## src/rtl/cpu_bus_pkg.sv

```systemverilog
// Shared types for the CPU bus controller: FSM states, the interrupt-acknowledge
// function code and the latched bus-cycle record.
package cpu_bus_pkg;

  typedef enum logic [2:0] {
    IDLE,
    REQ,
    DLY,
    ACK,
    IACK,
    ABORT,
    FAULT
  } state_t;

  localparam logic [2:0] FC_IACK = 3'b111;

  typedef struct packed {
    logic [22:0] addr;
    logic        we;
    logic [1:0]  be;
    logic [15:0] wdata;
  } bus_cycle_t;

  function automatic bus_cycle_t make_cycle(input logic [22:0] word_addr,
                                            input logic        rw_n,
                                            input logic        uds_n,
                                            input logic        lds_n,
                                            input logic [15:0] dout);
    bus_cycle_t c;
    c.addr  = word_addr;
    c.we    = ~rw_n;
    c.be    = {~uds_n, ~lds_n};
    c.wdata = dout;
    return c;
  endfunction

endpackage

```

## src/rtl/cpu_bus_ctrl_if.sv

```systemverilog
// CPU-side and memory-side signal bundle of the bus controller.
// master = the controller itself, slave = the CPU/memory environment around it.
interface cpu_bus_ctrl_if;
  logic        AS_n;
  logic        UDS_n;
  logic        LDS_n;
  logic        rw_n;
  logic [23:0] address;
  logic [2:0]  FC;
  logic [15:0] cpu_dout;
  logic        dTACK_n;
  logic [15:0] cpu_din;
  logic        buserr;
  logic        iack;
  logic [2:0]  iack_level;
  logic        mem_req;
  logic        mem_we;
  logic [22:0] mem_addr;
  logic [1:0]  mem_be;
  logic [15:0] mem_wdata;
  logic        mem_ack;
  logic [15:0] mem_rdata;

  modport master (
    input  AS_n, UDS_n, LDS_n, rw_n, address, FC, cpu_dout, mem_ack, mem_rdata,
    output dTACK_n, cpu_din, buserr, iack, iack_level,
           mem_req, mem_we, mem_addr, mem_be, mem_wdata
  );

  modport slave (
    output AS_n, UDS_n, LDS_n, rw_n, address, FC, cpu_dout, mem_ack, mem_rdata,
    input  dTACK_n, cpu_din, buserr, iack, iack_level,
           mem_req, mem_we, mem_addr, mem_be, mem_wdata
  );
endinterface

```

## src/rtl/bus_timeout_cnt.sv

```systemverilog
// Saturating cycle counter with synchronous clear, enable and terminal-count flag.
module bus_timeout_cnt #(
  parameter int unsigned MAX = 1023
) (
  input  logic clk,
  input  logic reset_n,
  input  logic clr,
  input  logic en,
  output logic tc
);
  localparam int unsigned W = $clog2(MAX + 1);

  logic [W-1:0] cnt;

  always_ff @(posedge clk or negedge reset_n) begin
    if (!reset_n)         cnt <= '0;
    else if (clr)         cnt <= '0;
    else if (en && !tc)   cnt <= cnt + 1'b1;
  end

  assign tc = (cnt == W'(MAX));
endmodule

```

## src/rtl/cpu_bus_ctrl.sv

```systemverilog
// 68k-style asynchronous CPU bus to single-request memory port bridge.
// Define CPU_BUS_TIMEOUT_EN to enable the mem_ack timeout / bus error path.
module cpu_bus_ctrl
  import cpu_bus_pkg::*;
#(
  parameter int unsigned TIMEOUT_CYC = 1023,
  parameter int unsigned DTACK_DLY   = 0
) (
  input logic            clk,
  input logic            reset_n,
  cpu_bus_ctrl_if.master bus
);
  localparam int unsigned DLY_W = (DTACK_DLY > 1) ? $clog2(DTACK_DLY) : 1;
  localparam logic [DLY_W-1:0] DLY_LAST = DLY_W'((DTACK_DLY > 0) ? DTACK_DLY - 1 : 0);

  state_t           state;
  bus_cycle_t       cyc;
  logic             mem_req_q;
  logic             dtack_n_q;
  logic [15:0]      cpu_din_q;
  logic             iack_q;
  logic [2:0]       iack_level_q;
  logic [DLY_W-1:0] dly_cnt;
  logic             timeout;
  logic             rst_meta;
  logic             rst_n;
  logic             addr0_unused;

  assign addr0_unused = bus.address[0];

  // Assertion is immediate; release reaches the FSM two clk edges later.
  always_ff @(posedge clk or negedge reset_n) begin
    if (!reset_n) {rst_n, rst_meta} <= 2'b00;
    else          {rst_n, rst_meta} <= {rst_meta, 1'b1};
  end

`ifdef CPU_BUS_TIMEOUT_EN
  bus_timeout_cnt #(.MAX(TIMEOUT_CYC)) u_timeout (
    .clk     (clk),
    .reset_n (rst_n),
    .clr     (state != REQ),
    .en      (state == REQ),
    .tc      (timeout)
  );
  assign bus.buserr = (state == FAULT);
`else
  // TIMEOUT_CYC is kept on the port list so both builds share one interface.
  assign timeout    = 1'b0 & (TIMEOUT_CYC == 0);
  assign bus.buserr = 1'b0;
`endif

  always_ff @(posedge clk or negedge rst_n) begin
    if (!rst_n) begin
      state        <= IDLE;
      cyc          <= '0;
      mem_req_q    <= 1'b0;
      dtack_n_q    <= 1'b1;
      cpu_din_q    <= '0;
      iack_q       <= 1'b0;
      iack_level_q <= '0;
      dly_cnt      <= '0;
    end else begin
      iack_q <= 1'b0;
      case (state)
        IDLE: begin
          if (!bus.AS_n) begin
            if (bus.FC == FC_IACK) begin
              state        <= IACK;
              iack_q       <= 1'b1;
              iack_level_q <= bus.address[3:1];
            end else if (!(bus.UDS_n & bus.LDS_n)) begin
              state <= REQ;
              cyc   <= make_cycle(bus.address[23:1], bus.rw_n, bus.UDS_n,
                                  bus.LDS_n, bus.cpu_dout);
            end
          end
        end
        // Ack wins over a simultaneous AS_n release so the transaction is
        // never lost; an abort before mem_req rose has nothing to drain.
        REQ: begin
          if (mem_req_q && bus.mem_ack) begin
            mem_req_q <= 1'b0;
            if (!cyc.we) cpu_din_q <= bus.mem_rdata;
            if (bus.AS_n) begin
              state <= IDLE;
            end else if (DTACK_DLY == 0) begin
              state     <= ACK;
              dtack_n_q <= 1'b0;
            end else begin
              state   <= DLY;
              dly_cnt <= '0;
            end
          end else if (bus.AS_n) begin
            state <= mem_req_q ? ABORT : IDLE;
          end else if (timeout) begin
            mem_req_q <= 1'b0;
            state     <= FAULT;
          end else begin
            mem_req_q <= 1'b1;
          end
        end
        DLY: begin
          if (bus.AS_n) begin
            state <= IDLE;
          end else if (dly_cnt == DLY_LAST) begin
            state     <= ACK;
            dtack_n_q <= 1'b0;
          end else begin
            dly_cnt <= dly_cnt + 1'b1;
          end
        end
        ACK: begin
          if (bus.AS_n) begin
            state     <= IDLE;
            dtack_n_q <= 1'b1;
          end
        end
        IACK: begin
          if (bus.AS_n) state <= IDLE;
        end
        ABORT: begin
          if (bus.mem_ack) begin
            mem_req_q <= 1'b0;
            state     <= IDLE;
          end
        end
        FAULT: begin
          if (bus.AS_n) state <= IDLE;
        end
        default: state <= IDLE;
      endcase
    end
  end

  assign bus.mem_req    = mem_req_q;
  assign bus.mem_we     = cyc.we;
  assign bus.mem_addr   = cyc.addr;
  assign bus.mem_be     = cyc.be;
  assign bus.mem_wdata  = cyc.wdata;
  assign bus.dTACK_n    = dtack_n_q;
  assign bus.cpu_din    = cpu_din_q;
  assign bus.iack       = iack_q;
  assign bus.iack_level = iack_level_q;
endmodule

```

## src/flat_wrapper.sv

```systemverilog
// flat-port wrapper written by rule: the top's interface ports become plain ports
module cpu_bus_ctrl_flat import cpu_bus_pkg::*;
#(
  parameter int unsigned TIMEOUT_CYC = 1023,
  parameter int unsigned DTACK_DLY   = 0
)
  (clk, reset_n, bus_AS_n, bus_UDS_n, bus_LDS_n, bus_rw_n, bus_address, bus_FC, bus_cpu_dout, bus_mem_ack, bus_mem_rdata, bus_dTACK_n, bus_cpu_din, bus_buserr, bus_iack, bus_iack_level, bus_mem_req, bus_mem_we, bus_mem_addr, bus_mem_be, bus_mem_wdata);
  cpu_bus_ctrl_if bus_i ();
  input logic clk;
  input logic reset_n;
  input wire logic [$bits(bus_i.AS_n)-1:0] bus_AS_n;
  input wire logic [$bits(bus_i.UDS_n)-1:0] bus_UDS_n;
  input wire logic [$bits(bus_i.LDS_n)-1:0] bus_LDS_n;
  input wire logic [$bits(bus_i.rw_n)-1:0] bus_rw_n;
  input wire logic [$bits(bus_i.address)-1:0] bus_address;
  input wire logic [$bits(bus_i.FC)-1:0] bus_FC;
  input wire logic [$bits(bus_i.cpu_dout)-1:0] bus_cpu_dout;
  input wire logic [$bits(bus_i.mem_ack)-1:0] bus_mem_ack;
  input wire logic [$bits(bus_i.mem_rdata)-1:0] bus_mem_rdata;
  output wire logic [$bits(bus_i.dTACK_n)-1:0] bus_dTACK_n;
  output wire logic [$bits(bus_i.cpu_din)-1:0] bus_cpu_din;
  output wire logic [$bits(bus_i.buserr)-1:0] bus_buserr;
  output wire logic [$bits(bus_i.iack)-1:0] bus_iack;
  output wire logic [$bits(bus_i.iack_level)-1:0] bus_iack_level;
  output wire logic [$bits(bus_i.mem_req)-1:0] bus_mem_req;
  output wire logic [$bits(bus_i.mem_we)-1:0] bus_mem_we;
  output wire logic [$bits(bus_i.mem_addr)-1:0] bus_mem_addr;
  output wire logic [$bits(bus_i.mem_be)-1:0] bus_mem_be;
  output wire logic [$bits(bus_i.mem_wdata)-1:0] bus_mem_wdata;
  assign bus_i.AS_n = bus_AS_n;
  assign bus_i.UDS_n = bus_UDS_n;
  assign bus_i.LDS_n = bus_LDS_n;
  assign bus_i.rw_n = bus_rw_n;
  assign bus_i.address = bus_address;
  assign bus_i.FC = bus_FC;
  assign bus_i.cpu_dout = bus_cpu_dout;
  assign bus_i.mem_ack = bus_mem_ack;
  assign bus_i.mem_rdata = bus_mem_rdata;
  assign bus_dTACK_n = bus_i.dTACK_n;
  assign bus_cpu_din = bus_i.cpu_din;
  assign bus_buserr = bus_i.buserr;
  assign bus_iack = bus_i.iack;
  assign bus_iack_level = bus_i.iack_level;
  assign bus_mem_req = bus_i.mem_req;
  assign bus_mem_we = bus_i.mem_we;
  assign bus_mem_addr = bus_i.mem_addr;
  assign bus_mem_be = bus_i.mem_be;
  assign bus_mem_wdata = bus_i.mem_wdata;
  cpu_bus_ctrl #(.TIMEOUT_CYC(TIMEOUT_CYC), .DTACK_DLY(DTACK_DLY)) u_core (.clk(clk), .reset_n(reset_n), .bus(bus_i));
endmodule
```

## config.mk

```make
export PLATFORM = sky130hd
export DESIGN_NAME = cpu_bus_ctrl_flat
export DESIGN_NICKNAME = d
export VERILOG_FILES = /design/src/rtl/cpu_bus_pkg.sv /design/src/rtl/cpu_bus_ctrl_if.sv /design/src/rtl/bus_timeout_cnt.sv /design/src/rtl/cpu_bus_ctrl.sv /design/src/flat_wrapper.sv
export SDC_FILE = /design/constraint.sdc
export NUM_CORES = 1
export LEC_CHECK = 0
export CAP_MARGIN = 20
export CORE_ASPECT_RATIO = 0.5
export CORE_MARGIN = 2
export CORE_UTILIZATION = 42
export CTS_CLUSTER_SIZE = 10
export DETAILED_ROUTE_END_ITERATION = 8
export PLACE_DENSITY = 0.9
export SYNTH_ARGS = -nofsm -noshare
export SYNTH_HDL_FRONTEND = slang
export SYNTH_SLANG_ARGS = --single-unit
export TNS_END_PERCENT = 10
```

## constraint.sdc

```tcl
create_clock -name clk -period 2.9 [get_ports clk]
set_clock_uncertainty 0.05 [all_clocks]
set_input_delay 0.29 -clock clk [delete_from_list [all_inputs] [get_ports clk]]
set_output_delay 0.29 -clock clk [all_outputs]
set_load 0.01 [all_outputs]
```

==> run metrics, run 1 <==
Die H=62.8 um; Initial DRT Pass Iterations=4; relative slew slack=49.0%; Synth cell types=35; hold_buf cts=0; CP Cell Sequence=nor3_4, nand3_4, buf_12, mux2_4; Mapped Area=2900 sq um; Synth Instances=181; Switching Share=29.7%; largest net degree at the start of global routing=36; Clock Power Share=22.9%; CTS Buf Count=9; setup_tns=0 ns; post-DP HPWL=5260 um; syn_nets=247; total setup buffers inserted after CTS=0; f_max=485 MHz; Synth top area share=58.6%; Synth top cells by count=68 x dfrtp_1, 34 x mux2_4, 23 x mux2_2, 6 x buf_6, 6 x nand2_1; H-tree depth=3; Layout area overhead=57.7%; worst hold margin=0.0696 ns; Top delay family on crit path=simple AND/OR/NAND/NOR gates; clk_lat worst skew=0.34 ns; vias in the first global route=2212; layout cells sized above 1=26.1%; initial antenna violation count=0; pwr dens=1140 nW/um^2; Die ar.=7630 sq um; wire length on met3=287 um; endpoint class of the critical path=register; via count=2008; Tightest Hold Check Type=input port to async pin; Horiz. Die Dim=122 um; status=finished clean; core area=6670 sq um; Port Buffers=128; clk sinks=69; top cells by area, synth=dfrtp_1 59%, mux2_4 18%, mux2_2 8.9%, buf_6 2.3%, dfstp_2 0.91%; register area share after synthesis=59.6%; critical path startpoint category=register; Final Worst Setup Slack=0.837 ns; total of max-cap violations=0; Iter 0 DRT Violations=150; Mean Syn Cell Area=16.0 sq um; Cell Rows=21; CTS root buf=clkbuf_16; ANT cells=0; Worst Path Max Fanout=25; post-synth top area cell=dfrtp_1; IO Pins=131; Crit path buffers/inverters=1; fin nets=379; Post-DP Area=4250 sq um; # fillers=427; CP required=3.06 ns; unrepaired setup endpoints after global routing=no; Tcrit/Tclk final=71.1%; WL final=7600 um; total power=5.20 mW; Psw=1.55 mW; sequential share of power=34.4%; Peak VDD IR=0.000495 V; Tmin final=2.06 ns; Congestion Overflow GR=0; max incr delay on CP=0.55 ns; Final Cell Area=4580 sq um; first-pass GRT wire length=12000 um; CTS tree=done; DRT met1 WL=2880 um; gr usage total=21.3%; Leakage=2.02 nW; DRC viols=0; Internal Power=3.65 mW; count of final setup violators=0; Post-CTS Resized=0; Post-synth EDFFs=0; Final Max Slew Viols=0; register clock-pin slew on the reported worst setup and hold paths=0.06 ns; Async S/R FF share, synth=100%; endpoints failing hold=0; Seq cells post-synth=69; slowest library cell on the worst path=dfrtp_1; metal2 WL=4280 um; cell with the most instances after synthesis=dfrtp_1; clk buf depth=2; ys flop type=dfrtp_1; gp weighted congestion=0.776; Crit Path Class=register to register; Max Used Layer=met4; drt via density=4.90; yosys warns=0; dpl ws=0.542 ns; Slew @ Worst Pin=0.765 ns; Arr. time, crit path=2.23 ns; antenna viol nets, final=0; post-DR wirelength/cell=18.5 um; Starting Density=43.5%; logic gate share of total power=42.8%
==> cells by family (layout without fill, tap and decap cells) <==
logic type | count (synthesis) | in the layout | synth area share [%]
AO/OA/AOI/OAI | 18 | 18 | 4.14
XOR/XNOR | 1 | 1 | 0.302
buffers and inverters | 12 | 149 | 3.41
flip-flops | 69 | 69 | 59.6
multiplexers | 58 | 58 | 26.9
other | 2 | 2 | 0.259
AND/OR/NAND/NOR | 21 | 21 | 5.43
==> flip-flops by register name, indices dropped and copies added, names as in the netlist, 2 cells and up <==
| name | count |
|---|---|
| u_core.bus.mem_wdata | 16 |
| u_core.bus.iack_level | 3 |
| u_core.bus.mem_be | 2 |
| u_core.bus.mem_addr | 23 |
| u_core.state | 3 |
| u_core.bus.cpu_din | 16 |
==> cell usage in the layout, fill, tap and decap left out, types with 2 or more instances in the layout <==
cell               n
clkdlybuf4s50_1  128
dfrtp_1           67
mux2_4            34
mux2_2            23
clkbuf_16          9
nand2_1            6
o21ai_0            5
a21oi_1            3
inv_1              3
nor2b_1            3
nand4_1            2
a31oi_1            2
conb_1             2
bufinv_16          2
clkinv_2           2
buf_12             2
==> path summary, 6_finish.rpt <==
| check | from | endpoint | slack [ns] | depth (start not counted) |
|---|---|---|---|---|
| hold reg to reg | u_core.rst_n | u_core.state[0] | 0.29 | 0 |
| max in group asynchronous | u_core.rst_n | u_core.bus.cpu_din[13] | 1.86 | 1 |
| hold / removal | reset_n | u_core.rst_n | 0.07 | 1 |
| setup / recovery | u_core.state[0] | u_core.bus.mem_addr[19] | 0.84 | 4 |
| setup reg to reg | u_core.state[0] | u_core.bus.mem_addr[19] | 0.84 | 4 |
| min in group clk | u_core.rst_meta | u_core.rst_n | 0.30 | 0 |
==> per-stage QoR <==
stage,utilization (%),instances
after global placement,63.7,394
after CTS,68.6,410
after floorplan,-,181
final,68.6,410
after global routing,68.6,410
after detailed placement,63.7,394
==> final cells by class <==
class	count	area, sq um	area share [%]
inverter	3	11.3	0.246
clock inverter	6	86.3	1.89
multi-input combinational	100	1070	23.5
timing repair buffer	130	1320	28.9
clock buffer	10	239	5.22
tap	92	115	2.52
sequential	69	1730	37.8
==> routing by layer <==
layer | GRT usage (%) | vias up
met5 | 0 | -
met3 | 6.02 | 13
li1 | - | 906
met1 | 23.2 | 1039
met4 | 7.18 | 0
met2 | 40.0 | 50
==> power by group through the flow <==
stage	logic, mW	registers (mW)	clock network [mW]
6_report	2.22	1.79	1.19
5_1_grt	2.35	1.84	1.24
4_1_cts	2.25	1.79	1.20
3_5_place_dp	2.22	1.78	0
3_3_place_gp	2.15	1.75	0
2_1_floorplan	0.928	1.92	0
Power figures use the tool's default switching activity.
==> run 2: changes to the inputs <==
==> constraint.sdc (replaced) <==
create_clock -name clk -period 2.15 [get_ports clk]
set_clock_uncertainty 0.05 [all_clocks]
set_input_delay 0.215 -clock clk [delete_from_list [all_inputs] [get_ports clk]]
set_output_delay 0.215 -clock clk [all_outputs]
set_load 0.01 [all_outputs]
==> run 2 against run 1 <==
Worst hold slack better by 0.019 ns; via count about the same; clock power up 22%; largest power group unchanged.
==> run metrics, run 2 (synthesis gave the netlist of run 1 again) <==
Initial DRT Pass Iterations=4 (unchanged); max FFs per register=23 (unchanged); Horiz. Die Dim=122 um (unchanged); CTS Buf Count=9 (unchanged); sequential share of power=34.3% (about the same); clk sinks=69 (unchanged); status=finished clean; fin nets=384 (+1.3%); dpl ws=0.218 ns (-0.324 ns); clk buf depth=2 (unchanged); Peak VDD IR=0.000612 V (+24%); count of final setup violators=0 (unchanged); CP required=2.30 ns (-0.76 ns); first-pass GRT wire length=11600 um (-3.2%); Cell Rows=21 (unchanged); Internal Power=4.88 mW (+34%); Psw=2.01 mW (+30%); register clock-pin slew on the reported worst setup and hold paths=0.05 ns (about the same); Congestion Overflow GR=0 (unchanged); flop2flop setup slack=0.30 ns (-0.53 ns); total of max-cap violations=0 (unchanged); IO Pins=131 (unchanged); most frequent cells in the layout=128 x clkdlybuf4s50_1, 67 x dfrtp_1, 34 x mux2_4; Final Max Slew Viols=0 (unchanged); Die ar.=7630 sq um (unchanged); Tightest Hold Check Type=register to async pin; f_max=541 MHz (+12%); Crit Path Class=register to register; worst reg2reg startpoint=u_core.state[2]; gp weighted congestion=0.886 (+14%); drt via density=4.85 (-1.1%); Worst R2R End=u_core.bus.mem_addr[21]; Starting Density=43.5% (unchanged); Layout area overhead=59.1%; via count=2006 (-0.10%); layout cells sized above 1=26.7% (+0.61 points); pwr dens=1490 nW/um^2 (+31%); Arr. time, crit path=2.00 ns (-0.23 ns); DRC viols=0 (unchanged); clk_lat worst skew=0.32 ns (-0.02 ns); Tcrit/Tclk final=85.9% (+15 points); Tmin final=1.85 ns (-0.216 ns); core area=6670 sq um (unchanged); Worst Path Max Fanout=13 (-48%); unrepaired setup endpoints after global routing=no; post-DR wirelength/cell=17.3 um (-6.4%); Reg2Reg Depth=4 (unchanged); Port Buffers=128 (unchanged); Clock Power Share=21.0% (-1.9 points); antenna viol nets, final=0 (unchanged); critical path startpoint category=register; endpoints failing hold=0 (unchanged); post-DP HPWL=5140 um (-2.3%); WL final=7180 um (-5.5%); CTS tree=done; H-tree depth=3 (unchanged); ANT cells=0 (unchanged); vias in the first global route=2251 (+1.8%); Final Worst Setup Slack=0.303 ns (-0.534 ns); Die H=62.8 um (unchanged); largest net degree at the start of global routing=59 (+64%); total setup buffers inserted after CTS=0 (unchanged); Final Cell Area=4620 sq um (+0.87%); initial antenna violation count=0 (unchanged); most common cell after layout, fill and taps aside=clkdlybuf4s50_1; setup_tns=0 ns (unchanged); Iter 0 DRT Violations=130 (-13%); endpoint class of the critical path=register; Post-DP Area=4310 sq um (+1.3%); gr usage total=20.0% (-1.3 points); CTS root buf=clkbuf_16; Leakage=2.04 nW (+1.2%); Switching Share=29.2% (-0.58 points); Post-CTS Resized=0 (unchanged); logic gate share of total power=44.7% (+1.9 points)
==> run 2: changes by cell type in the layout (fill, tap and decap cells not counted), sizes merged <==
cell         before  now
dlygate4sd3       0    1
clkinv            3    2
buf               2    6
clkbuf           10   11
bufinv            2    1
==> run 2: worst max path at each step <==
stage | from | end | slack, ns | cells after the start
floorplan | u_core.rst_n | u_core.bus.cpu_din[0] | 0.04 | 0
global placement | bus_UDS_n | u_core.bus.mem_addr[4] | 0.28 | 5
detailed placement | bus_UDS_n | u_core.bus.mem_addr[21] | 0.22 | 5
CTS | u_core.state[2] | u_core.bus.mem_addr[21] | 0.29 | 4
global route | u_core.state[2] | u_core.bus.iack_level[0] | 0.22 | 4
finish | u_core.state[2] | u_core.bus.mem_addr[21] | 0.30 | 4
==> run 2: cell type report <==
cell class / instances / area, sq um
repair buffers: 135 / 1390
clock inverters: 4 / 47.5
flip-flops and latches: 69 / 1730
multi-input cells: 100 / 1070
inverters: 3 / 11.3
well taps: 92 / 115
clock buffers: 11 / 253
fillers: 434 / 2060
==> run 2: power by group through the flow <==
stage	Clock [mW]	Sequential (mW)	Combinational, mW
after CTS	1.48	2.36	3.11
after detailed placement	0	2.36	3.09
final	1.45	2.36	3.08
after global routing	1.55	2.44	3.25
after global placement	0	2.31	3.00
after floorplan	0	2.59	1.25
==> run 2: per-layer routing <==
layer | GRT usage [%] | vias up | wire, um
met5 | 0 | - | 0
met4 | 8.19 | 0 | 187
met3 | 6.30 | 16 | 255
met2 | 36.7 | 64 | 3960
met1 | 21.4 | 1012 | 2780
li1 | - | 914 | -
==> run 2: metrics by stage <==
stage | std cells | hold WS [ns] | power (mW) | util (%)
floorplan | 181 | -0.131 | 3.84 | -
global placement | 398 | 0.0819 | 5.31 | 64.5
detailed placement | 398 | 0.0877 | 5.45 | 64.5
CTS | 414 | 0.0936 | 6.95 | 69.2
global route | 414 | 0.109 | 7.23 | 69.2
finish | 414 | 0.0883 | 6.89 | 69.2
==> run 2: worst max-delay path, stage by stage (launching register included) <==
cell	delay, ns
dfrtp_1	0.51
nor3_4	0.34
nand3_4	0.27
buf_12	0.25
mux2_4	0.30
==> run 2: timing repair <==
item                                    in CTS  in global routing
endpoints found under the setup margin       0                  0
hold endpoints to repair                     2                  0
hold buffers                                 1                  0
